## config.mk

```make
export PLATFORM = sky130hd
export DESIGN_NAME = apu_sample_dma
export DESIGN_NICKNAME = d
export VERILOG_FILES = /design/src/rtl/apu_pkg.sv /design/src/rtl/apu_word_fifo.sv /design/src/rtl/apu_sample_dma.sv
export SDC_FILE = /design/constraint.sdc
export NUM_CORES = 1
export LEC_CHECK = 0
export ABC_AREA = 1
export CORE_ASPECT_RATIO = 1.1
export CORE_MARGIN = 10
export CORE_UTILIZATION = 45
export DETAILED_ROUTE_END_ITERATION = 8
export GPL_ROUTABILITY_DRIVEN = 0
export HOLD_SLACK_MARGIN = 0.06
export SETUP_SLACK_MARGIN = 0.3
export SYNTH_ARGS = -nofsm -noshare
export SYNTH_HDL_FRONTEND = slang
export SYNTH_SLANG_ARGS = --single-unit
export TNS_END_PERCENT = 50
```

## constraint.sdc

```tcl
create_clock -name clk -period 11 [get_ports clk]
set_clock_uncertainty 0.15 [all_clocks]
set_input_delay 2.2 -clock clk [delete_from_list [all_inputs] [get_ports clk]]
set_output_delay 2.2 -clock clk [all_outputs]
set_load 0.01 [all_outputs]
```

## src/rtl/apu_pkg.sv

```systemverilog
// Shared types and constants for the APU sample fetcher.
package apu_pkg;

  // One stereo frame; l occupies the low half of each 32-bit slice of a word.
  typedef struct packed {
    logic signed [15:0] r;
    logic signed [15:0] l;
  } apu_frame_t;

  typedef enum logic [1:0] {
    IDLE,
    REQ,
    WAIT
  } dma_state_t;

  localparam logic [31:0] APU_WORD_BYTES = 32'd8;

  // Select frame 0 (low 32 bits) or frame 1 (high 32 bits) of a sample word.
  function automatic apu_frame_t word_frame(input logic [63:0] w, input logic sel);
    return sel ? apu_frame_t'(w[63:32]) : apu_frame_t'(w[31:0]);
  endfunction

endpackage

```

## src/rtl/apu_word_fifo.sv

```systemverilog
// Synchronous show-ahead FIFO of 64-bit sample words with flush.
module apu_word_fifo #(
  parameter int unsigned DEPTH = 8
) (
  input  logic                     clk,
  input  logic                     rst,
  input  logic                     push_i,
  input  logic [63:0]              data_i,
  input  logic                     pop_i,
  input  logic                     flush_i,
  output logic [63:0]              data_o,
  output logic [$clog2(DEPTH):0]   count_o,
  output logic                     empty_o,
  output logic                     full_o
);

  localparam int unsigned AW = $clog2(DEPTH);

  logic [63:0]   mem_q [DEPTH];
  logic [AW-1:0] wr_q;
  logic [AW-1:0] rd_q;
  logic [AW:0]   cnt_q;
  logic          do_push;
  logic          do_pop;

  assign do_push = push_i && !full_o && !flush_i;
  assign do_pop  = pop_i && !empty_o && !flush_i;
  assign data_o  = mem_q[rd_q];
  assign count_o = cnt_q;
  assign empty_o = (cnt_q == '0);
  assign full_o  = (cnt_q == (AW+1)'(DEPTH));

  // Storage array write port.
  always_ff @(posedge clk) begin
    if (do_push) mem_q[wr_q] <= data_i;
  end

  // Pointer and occupancy bookkeeping; flush empties the FIFO in one cycle.
  always_ff @(posedge clk or posedge rst) begin
    if (rst) begin
      wr_q  <= '0;
      rd_q  <= '0;
      cnt_q <= '0;
    end else if (flush_i) begin
      wr_q  <= '0;
      rd_q  <= '0;
      cnt_q <= '0;
    end else begin
      if (do_push) wr_q <= wr_q + AW'(1);
      if (do_pop)  rd_q <= rd_q + AW'(1);
      case ({do_push, do_pop})
        2'b10:   cnt_q <= cnt_q + (AW+1)'(1);
        2'b01:   cnt_q <= cnt_q - (AW+1)'(1);
        default: cnt_q <= cnt_q;
      endcase
    end
  end

endmodule

```

## src/rtl/apu_sample_dma.sv

```systemverilog
// Ring-buffer audio sample fetcher: Avalon reads into a word FIFO, one stereo
// frame out per sample request, half-ring interrupts.
// Optional: APU_SAMPLE_DMA_UFCNT_EN adds a saturating underflow counter uf_count.
module apu_sample_dma
  import apu_pkg::*;
#(
  parameter int unsigned BUF_WORDS  = 256,
  parameter int unsigned FIFO_DEPTH = 8
) (
  input  logic        clk,
  input  logic        rst,
  input  logic        ctrl_valid,
  input  logic [31:0] ctrl_data,
  output logic [31:0] avm_addr,
  output logic        avm_read,
  input  logic [63:0] avm_readdata,
  input  logic        avm_readdatavalid,
  input  logic        avm_waitrequest,
  input  logic        sample_req,
  output logic [15:0] sample_l,
  output logic [15:0] sample_r,
  output logic        half_irq,
  output logic        half_idx,
  output logic        underflow
`ifdef APU_SAMPLE_DMA_UFCNT_EN
  ,output logic [15:0] uf_count
`endif
);

  localparam int unsigned PW = $clog2(BUF_WORDS);
  localparam int unsigned CW = $clog2(FIFO_DEPTH) + 1;

  dma_state_t    state_q, state_d;
  logic          enable_q;
  logic [31:0]   base_q;
  logic [31:0]   addr_q;
  logic [PW-1:0] ptr_q;
  logic [PW-1:0] req_ptr_q;
  logic          discard_q;
  logic          frame_sel_q;
  logic [15:0]   sample_l_q, sample_r_q;
  logic          half_irq_q, half_idx_q;
  logic          underflow_q;

  logic          accept;
  logic          data_in;
  logic          keep_data;
  logic          room;
  logic          have_frame;
  logic          fifo_push, fifo_pop, fifo_empty, fifo_full;
  logic [63:0]   fifo_data;
  logic [CW-1:0] fifo_count;
  apu_frame_t    cur_frame;
  logic          ctrl_unused;

  assign ctrl_unused = ^ctrl_data[2:1];

  assign accept     = (state_q == REQ) && !avm_waitrequest;
  assign data_in    = (state_q == WAIT) && avm_readdatavalid;
  assign keep_data  = data_in && !discard_q && !ctrl_valid;
  // The head word stays in the FIFO until both of its frames are consumed,
  // so the FIFO count already covers the partially-used word.
  assign room       = fifo_count < CW'(FIFO_DEPTH);
  assign have_frame = enable_q && !fifo_empty;
  assign fifo_push  = keep_data && !fifo_full;
  assign fifo_pop   = sample_req && !ctrl_valid && have_frame && frame_sel_q;
  assign cur_frame  = word_frame(fifo_data, frame_sel_q);

  apu_word_fifo #(
    .DEPTH (FIFO_DEPTH)
  ) u_fifo (
    .clk     (clk),
    .rst     (rst),
    .push_i  (fifo_push),
    .data_i  (avm_readdata),
    .pop_i   (fifo_pop),
    .flush_i (ctrl_valid),
    .data_o  (fifo_data),
    .count_o (fifo_count),
    .empty_o (fifo_empty),
    .full_o  (fifo_full)
  );

  // Read FSM state register.
  always_ff @(posedge clk or posedge rst) begin
    if (rst) state_q <= IDLE;
    else     state_q <= state_d;
  end

  // Read FSM next state; a control write holds off new reads for one cycle.
  always_comb begin
    state_d = state_q;
    case (state_q)
      IDLE:    if (enable_q && !ctrl_valid && room) state_d = REQ;
      REQ:     if (!avm_waitrequest) state_d = WAIT;
      WAIT:    if (avm_readdatavalid) state_d = IDLE;
      default: state_d = IDLE;
    endcase
  end

  // Read FSM outputs; the address is registered so it cannot move mid-stall.
  always_comb begin
    avm_read = (state_q == REQ);
    avm_addr = addr_q;
  end

  // Fetch control: base/pointer, request address capture, discard of stale reads.
  always_ff @(posedge clk or posedge rst) begin
    if (rst) begin
      enable_q  <= 1'b0;
      base_q    <= '0;
      addr_q    <= '0;
      ptr_q     <= '0;
      req_ptr_q <= '0;
      discard_q <= 1'b0;
    end else begin
      if (state_q == IDLE && state_d == REQ) begin
        addr_q    <= base_q + (32'(ptr_q) * APU_WORD_BYTES);
        req_ptr_q <= ptr_q;
      end
      if (ctrl_valid) begin
        enable_q  <= ctrl_data[0];
        if (ctrl_data[0]) base_q <= {ctrl_data[31:3], 3'b000};
        ptr_q     <= '0;
        // Any read already committed on the bus must still complete; mark it stale.
        discard_q <= (state_q == REQ) || (state_q == WAIT && !avm_readdatavalid);
      end else begin
        if (accept && !discard_q) ptr_q <= ptr_q + PW'(1);
        if (data_in) discard_q <= 1'b0;
      end
    end
  end

  // Sample path: registered frame output, frame sequencing and underflow flag.
  always_ff @(posedge clk or posedge rst) begin
    if (rst) begin
      sample_l_q  <= '0;
      sample_r_q  <= '0;
      frame_sel_q <= 1'b0;
      underflow_q <= 1'b0;
    end else if (ctrl_valid) begin
      frame_sel_q <= 1'b0;
      underflow_q <= 1'b0;
      if (!ctrl_data[0]) begin
        sample_l_q <= '0;
        sample_r_q <= '0;
      end
    end else if (sample_req) begin
      if (have_frame) begin
        sample_l_q  <= cur_frame.l;
        sample_r_q  <= cur_frame.r;
        frame_sel_q <= ~frame_sel_q;
      end else begin
        sample_l_q <= '0;
        sample_r_q <= '0;
        if (enable_q) underflow_q <= 1'b1;
      end
    end
  end

  // Half-ring interrupt on arrival of the last word of either half.
  always_ff @(posedge clk or posedge rst) begin
    if (rst) begin
      half_irq_q <= 1'b0;
      half_idx_q <= 1'b0;
    end else begin
      half_irq_q <= 1'b0;
      if (keep_data && req_ptr_q == PW'(BUF_WORDS/2 - 1)) begin
        half_irq_q <= 1'b1;
        half_idx_q <= 1'b0;
      end else if (keep_data && req_ptr_q == PW'(BUF_WORDS - 1)) begin
        half_irq_q <= 1'b1;
        half_idx_q <= 1'b1;
      end
    end
  end

`ifdef APU_SAMPLE_DMA_UFCNT_EN
  logic [15:0] uf_count_q;

  // Saturating count of underflow events, cleared by any control write.
  always_ff @(posedge clk or posedge rst) begin
    if (rst) begin
      uf_count_q <= '0;
    end else if (ctrl_valid) begin
      uf_count_q <= '0;
    end else if (sample_req && enable_q && fifo_empty && uf_count_q != '1) begin
      uf_count_q <= uf_count_q + 16'd1;
    end
  end

  assign uf_count = uf_count_q;
`endif

  assign sample_l  = sample_l_q;
  assign sample_r  = sample_r_q;
  assign half_irq  = half_irq_q;
  assign half_idx  = half_idx_q;
  assign underflow = underflow_q;

endmodule

```

==> metrics.yaml, run 1 <==
synth:
  syn_area_um2: 26400
  synth_compound_area_frac: 0.0751
  synth_top_family_by_area: "simple AND/OR/NAND/NOR gates"
  yosys_warnings: 0
  synth_fa_ha_area_frac: 0.00768
  muxShareOfSynthArea: 0.00342
  async_flop_share: 0.195
  synth_flop_cell: "edfxtp_1"
  synth.avg_cell_area_um2: 11.1
  synth-seq-cells: 636
  synth_xor_area_frac: 0.00332
  yosys.area_share.simple: 0.170
  synth_cells: 2382
  synth-edff-count: 512
  ys_types: 35
  yosysSeqAreaShare: 0.701
cts:
  cts_inserted_buffers: 66
  post_cts_buffers: 0
  clock_latency_ns: 0.59
  cts_root_buf: "clkbuf_16"
  cts_htree_levels: 3
  hold_buffers: 0
  clock_sinks: 636
  clockBufferDepth: 3
  cts_resized: 0
  path_clk_slew_ns: 0.06
  cts_tree: "built"
finish:
  area_delta_synth_final_pct: 16.5
  fin_nets: 2634
  multi_input_area_um2: 6920
  final-seq-area_um2: 18500
  final_cell_area_um2: 30700
  fillers: 4933
  drive_gt1_frac: 0.0604
critical_path:
  crit_path_max_fanout: 55
  cp.required_ns: 11.05
  cp-end-kind: "register"
  cp_data_arrival_time_ns: 5.61
  timing.rr.end: "sample_l[7]$_DFFE_PP0P_"
  criticalPathCategory: "input pin to register"
  ff2ff_setup_slack_ns: 7.33
  rr_worst_depth: 8
  r2r-start: "u_fifo.rd_q[1]$_DFFE_PP0P_"
  critPathLaunchType: "input pin"
global_routing:
  grt_pass1_wl_um: 108000
  grt_overflow: 0
  grt_max_degree: 126
  grt_use_met2: 0.333
  grt_pass1_vias: 17900
  grtUsageMet1: 0.263
  global_route.usage.met3: 0.0370
  grtUsageTotal: 0.204
  antenna_found_initial: 6
  top_usage_layer: "met2"
drt:
  vias_per_cell: 5.38
  drc: 0
  drt_wl_total_um: 71000
  dr_total_vias: 17900
  dr.pass1.iters: 6
  drtIter0Drc: 1838
  wl_per_cell_um: 21.3
  ant_nets: 0
power_and_ir_drop:
  power_switching_w: 0.00117
  pwr-share-seq: 0.515
  ir_drop_v: 0.0000964
  pwr-share-clk: 0.412
  p_leak_nw: 11.4
  p_per_area_nw_per_um2: 172
  p_int_w: 0.00412
  swShare: 0.221
  p_comb_frac: 0.073
floorplan:
  start_util: 0.452
  die_h_um: 274
  ios: 170
  core_area_um2: 58300
  die_w_um: 251
  fp.dieArea_um2: 68700
  rows: 93
placement:
  io_buffers: 164
  hpwl_um: 40300
  dpl-instance-area_um2: 28600
  dp_slack_ns: 4.76
min_path:
  hold_path.class: "register to register"
  hold_path_depth: 2
  hold_start: "req_ptr_q[7]$_DFFE_PP0P_"
  min_to: "req_ptr_q[7]$_DFFE_PP0P_"
timing:
  hold_viol_final: 0
  fmax_mhz: 180
  relSlewSlack: 0.129
  period_share: 0.506
  setup_violations: 0
  setup_slack_ns: 5.43
  setup_tns_ns: 0
  rsz0062_at_grt: "false"
  drv_slew: 0
  fin_crit_ns: 5.57
  max_slew.worst_pin.slew_ns: 1.30
outcome:
  status: "finished, final reports clean"
job:
  drv_cap: 0
## cells by family after synthesis
group | Yosys count
adder cells (fa/ha/maj) | 15
flip-flops | 636
AND/OR/NAND/NOR | 1101
XOR/XNOR | 10
other | 1
buffers and inverters | 233
multiplexers | 8
AO/OA/AOI/OAI | 378
## how the worst max path moves through the flow
| stage | startpoint | end | cells past startpoint |
|---|---|---|---|
| final | ctrl_valid | u_fifo.mem_q[4][11]$_DFFE_PP_ | 7 |
| after global routing | ctrl_valid | u_fifo.mem_q[4][11]$_DFFE_PP_ | 7 |
| after CTS | ctrl_valid | u_fifo.mem_q[4][56]$_DFFE_PP_ | 7 |
| after detailed placement | ctrl_valid | u_fifo.mem_q[4][60]$_DFFE_PP_ | 7 |
| after global placement | ctrl_valid | u_fifo.mem_q[4][60]$_DFFE_PP_ | 7 |
| after floorplan | ctrl_valid | u_fifo.mem_q[2][0]$_DFFE_PP_ | 6 |
## Yosys cell counts (13+ instances only)
cell type	n	area, um^2
buf_1	14	52.6
ha_1	13	163
nand2_1	350	1310
inv_1	101	379
nor3_1	14	70.1
clkbuf_1	61	229
edfxtp_1	512	15400
nor2_1	497	1870
o21ai_0	249	1250
o21ai_1	38	190
buf_2	33	165
a21oi_1	54	270
nand3_1	222	1110
o211ai_1	32	240
dfrtp_1	124	3100
## power groups by stage
stage / clock network (W) / registers [W] / logic (W)
6_report: 0.00218 / 0.00273 / 0.000387
3_3_place_gp: 0 / 0.00277 / 0.000382
4_1_cts: 0.00222 / 0.00273 / 0.000393
2_1_floorplan: 0 / 0.00279 / 0.000146
3_5_place_dp: 0 / 0.00278 / 0.000390
5_1_grt: 0.00232 / 0.00273 / 0.000429
## per-stage QoR
step                utilization  hold slack (ns)  instances  total power, W
floorplan                     -            0.292       2384         0.00294
global placement          0.491            0.307       3209         0.00316
detailed placement        0.491            0.314       3209         0.00317
CTS                       0.527            0.330       3326         0.00534
global route              0.527            0.344       3330         0.00548
finish                    0.527            0.325       3330         0.00530
## worst max-delay path: stages
cell	delay, ns
clkdlybuf4s50_1	0.70
inv_2	0.37
nand3_1	0.15
nor2_1	0.28
nand2_1	0.24
nor3_2	0.75
buf_4	0.89
## area by class of cell
type                    instances  share of cell area
clock buffers                  95              0.0606
multi-input cells            1515               0.225
clock inverters                22             0.00749
repair buffers                193              0.0605
flip-flops and latches        636               0.602
well taps                     760              0.0309
diodes                          4            0.000326
inverters                     105              0.0132
## layout by cell type (no fill, tap or decap), types with 2 or more instances in the layout
cell             instances
edfxtp_1               512
nor2_1                 496
nand2_1                349
o21ai_0                249
nand3_1                222
clkdlybuf4s50_1        164
dfrtp_1                121
inv_1                   99
clkbuf_16               67
a21oi_1                 54
o21ai_1                 37
o211ai_1                32
buf_4                   29
clkbuf_1                20
ha_1                    13
nand4_1                 12
clkinv_2                10
mux2_2                   8
nor3_2                   8
clkbuf_8                 8
nor3_1                   6
xnor2_1                  5
xor2_1                   5
diode_2                  4
inv_6                    4
bufinv_16                4
inv_2                    3
conb_1                   3
clkinv_1                 3
nand2_2                  2
a31oi_1                  2
and2_1                   2
fa_1                     2
clkinvlp_4               2
dfrtp_4                  2
## state kept, by name, summed over array words and instances, names as in the netlist, 2 cells and up
name	flops
u_fifo.wr_q	3
ptr_q	8
state_q	2
sample_l	16
u_fifo.count_o	4
u_fifo.mem_q	512
avm_addr	29
req_ptr_q	8
base_q	29
sample_r	16
u_fifo.rd_q	3
## per-layer routing
metal  up-vias  share of wire
met3       127          0.065
li1       8488              -
met5         -        0.00037
met2       599           0.48
met1      8710           0.42
met4         4          0.036
No activity file was read; power rests on OpenSTA's default activity.
==> run 2: changes to the inputs <==
==> constraint.sdc (replaced) <==
create_clock -name clk -period 5.2 [get_ports clk]
set_clock_uncertainty 0.15 [all_clocks]
set_input_delay 1.04 -clock clk [delete_from_list [all_inputs] [get_ports clk]]
set_output_delay 1.04 -clock clk [all_outputs]
set_load 0.01 [all_outputs]
==> run 2 against run 1 <==
Sequential power grew 110%. Critical endpoint is now u_fifo.mem_q[7][29]$_DFFE_PP_. Utilization grew 0.16 points. Largest power group unchanged. Die area unchanged. Sequential share of layout area fell by 0.18 points. Worst setup slack lost 3.9 ns. Design area grew 0.30%. Final cell count unchanged. First-iteration DRC count down 20%. Via count is 0.21% lower.
==> metrics.yaml, run 2 (synthesis results as in run 1) <==
outcome:
  status: "finished, final reports clean"
critical_path:
  cpPeakStageDelay_ns: 0.68  # -0.21 ns
  criticalPathCategory: "input pin to register"
  crit_buf_inv: 3  # unchanged
  critPathLaunchType: "input pin"
  cp.required_ns: 5.28  # -5.77 ns
  path_delay_family: "buffers and inverters"
  cp_slowest_cell: "clkdlybuf4s50_1"
  cp-end-kind: "register"
  path_cells: "clkdlybuf4s50_1 > inv_2 > nand3_1 > nor2_1 > nand2_1 > nor3_2 > buf_12"
  cp_data_arrival_time_ns: 3.71  # -1.90 ns
  crit_path_max_fanout: 60  # +9.1%
cts:
  path_clk_slew_ns: 0.06  # about the same
  cts_tree: "built"
  cts_htree_levels: 3  # unchanged
  cts_inserted_buffers: 66  # unchanged
  clockBufferDepth: 3  # unchanged
  post_cts_buffers: 0  # unchanged
  cts_resized: 0  # unchanged
  clock_latency_ns: 0.61  # +0.02 ns
  clock_sinks: 636  # unchanged
  hold_buffers: 0  # unchanged
  cts_root_buf: "clkbuf_16"
timing:
  hold_viol_final: 0  # unchanged
  setup_slack_ns: 1.57  # -3.86 ns
  max_slew.worst_pin.slew_ns: 1.10  # -0.206 ns
  relSlewSlack: 0.270  # +0.141
  drv_slew: 0  # unchanged
  period_share: 0.698
  fmax_mhz: 275
  rsz0062_at_grt: "false"
  setup_violations: 0  # unchanged
  setup_tns_ns: 0  # unchanged
  fin_crit_ns: 3.63
placement:
  io_buffers: 164  # unchanged
  dp_slack_ns: 0.943  # -3.82 ns
  hpwl_um: 40300  # about the same
job:
  drv_cap: 0  # unchanged
floorplan:
  core_area_um2: 58300  # unchanged
  die_h_um: 274  # unchanged
  fp.dieArea_um2: 68700  # unchanged
  start_util: 0.452  # unchanged
  rows: 93  # unchanged
  die_w_um: 251  # unchanged
  ios: 170  # unchanged
drt:
  drtIter0Drc: 1475  # -20%
  vias_per_cell: 5.37  # -0.21%
  drc: 0  # unchanged
  ant_nets: 0  # unchanged
  dr.pass1.iters: 7  # +1
  dr_total_vias: 17900  # -0.21%
  drt_wl_total_um: 70600  # -0.64%
  wl_per_cell_um: 21.2  # -0.64%
finish:
  largest_reg_flops: 512  # unchanged
  drive_gt1_frac: 0.0588  # -0.00165
  fin_util: 0.529  # +0.00157
  insertedDiodeCount: 0  # -4
  area_delta_synth_final_pct: 16.8
  registers.top_by_ff_count: "u_fifo.mem_q"
  layout_common_cells: "edfxtp_1, nor2_1, nand2_1"
  fin_nets: 2635  # +0.038%
  layout_commonest_cell: "edfxtp_1"
power_and_ir_drop:
  ir_drop_v: 0.000265  # +170%
  p_leak_nw: 11.4  # about the same
  p_per_area_nw_per_um2: 360  # +110%
global_routing:
  grt_pass1_wl_um: 107000  # -0.98%
  grt_pass1_vias: 17500  # -2.6%
  grt_overflow: 0  # unchanged
  grt_max_degree: 236  # +87%
  grtUsageTotal: 0.202  # -0.00268
  antenna_found_initial: 2  # -4
min_path:
  hold_path.class: "register to register"
==> run 2: tightest hold or removal path, stage by stage (launching register included) <==
cell,delay (ns)
dfrtp_1,0.35
nand2_1,0.05
nand2_1,0.05
==> run 2: metal layers <==
layer / vias to the layer above / share of wire / wire length [um] / track usage
met5: - / 0.00033 / 23 / 0
met4: 4 / 0.029 / 2040 / 0.0780
met3: 107 / 0.060 / 4210 / 0.0367
met2: 551 / 0.48 / 34100 / 0.331
met1: 8735 / 0.43 / 30200 / 0.262
li1: 8494 / - / - / -
==> run 2: cell type report <==
type | instances | area [um^2]
well taps | 760 | 951
repair buffers | 194 | 2000
clock buffers | 90 | 1820
fillers | 4958 | 27500
clock inverters | 30 | 233
multi-input cells | 1515 | 6920
flip-flops and latches | 636 | 18500
inverters | 105 | 407
==> run 2: final timing paths <==
| path | start | endpoint | slack [ns] | cells past startpoint |
|---|---|---|---|---|
| max | ctrl_valid | u_fifo.mem_q[7][29]$_DFFE_PP_ | 1.57 | 7 |
| min | req_ptr_q[7]$_DFFE_PP0P_ | half_idx$_DFFE_PP0P_ | 0.33 | 2 |
| max reg2reg | u_fifo.rd_q[0]$_DFFE_PP0P_ | sample_r[6]$_DFFE_PP0P_ | 2.06 | 8 |
| min reg2reg | req_ptr_q[7]$_DFFE_PP0P_ | half_idx$_DFFE_PP0P_ | 0.33 | 2 |
| max in group asynchronous | rst | sample_r[14]$_DFFE_PP0P_ | 3.04 | 3 |
| min in group asynchronous | rst | base_q[22]$_DFFE_PP0P_ | 0.90 | 2 |
==> run 2: power breakdown <==
group          switching (W)  total, W  internal, W
logic               0.000447  0.000818     0.000370
clock network        0.00195   0.00451      0.00257
registers           0.000110   0.00577      0.00566
==> run 2: metrics by stage <==
step                      cell area (um^2)  total power, W  hold slack (ns)  cells
after floorplan                      26400         0.00621            0.292   2384
after CTS                            30800          0.0112            0.334   3330
final                                30800          0.0111            0.332   3330
after global routing                 30800          0.0115            0.349   3330
after global placement               28800         0.00668            0.308   3210
after detailed placement             28800         0.00670            0.314   3210
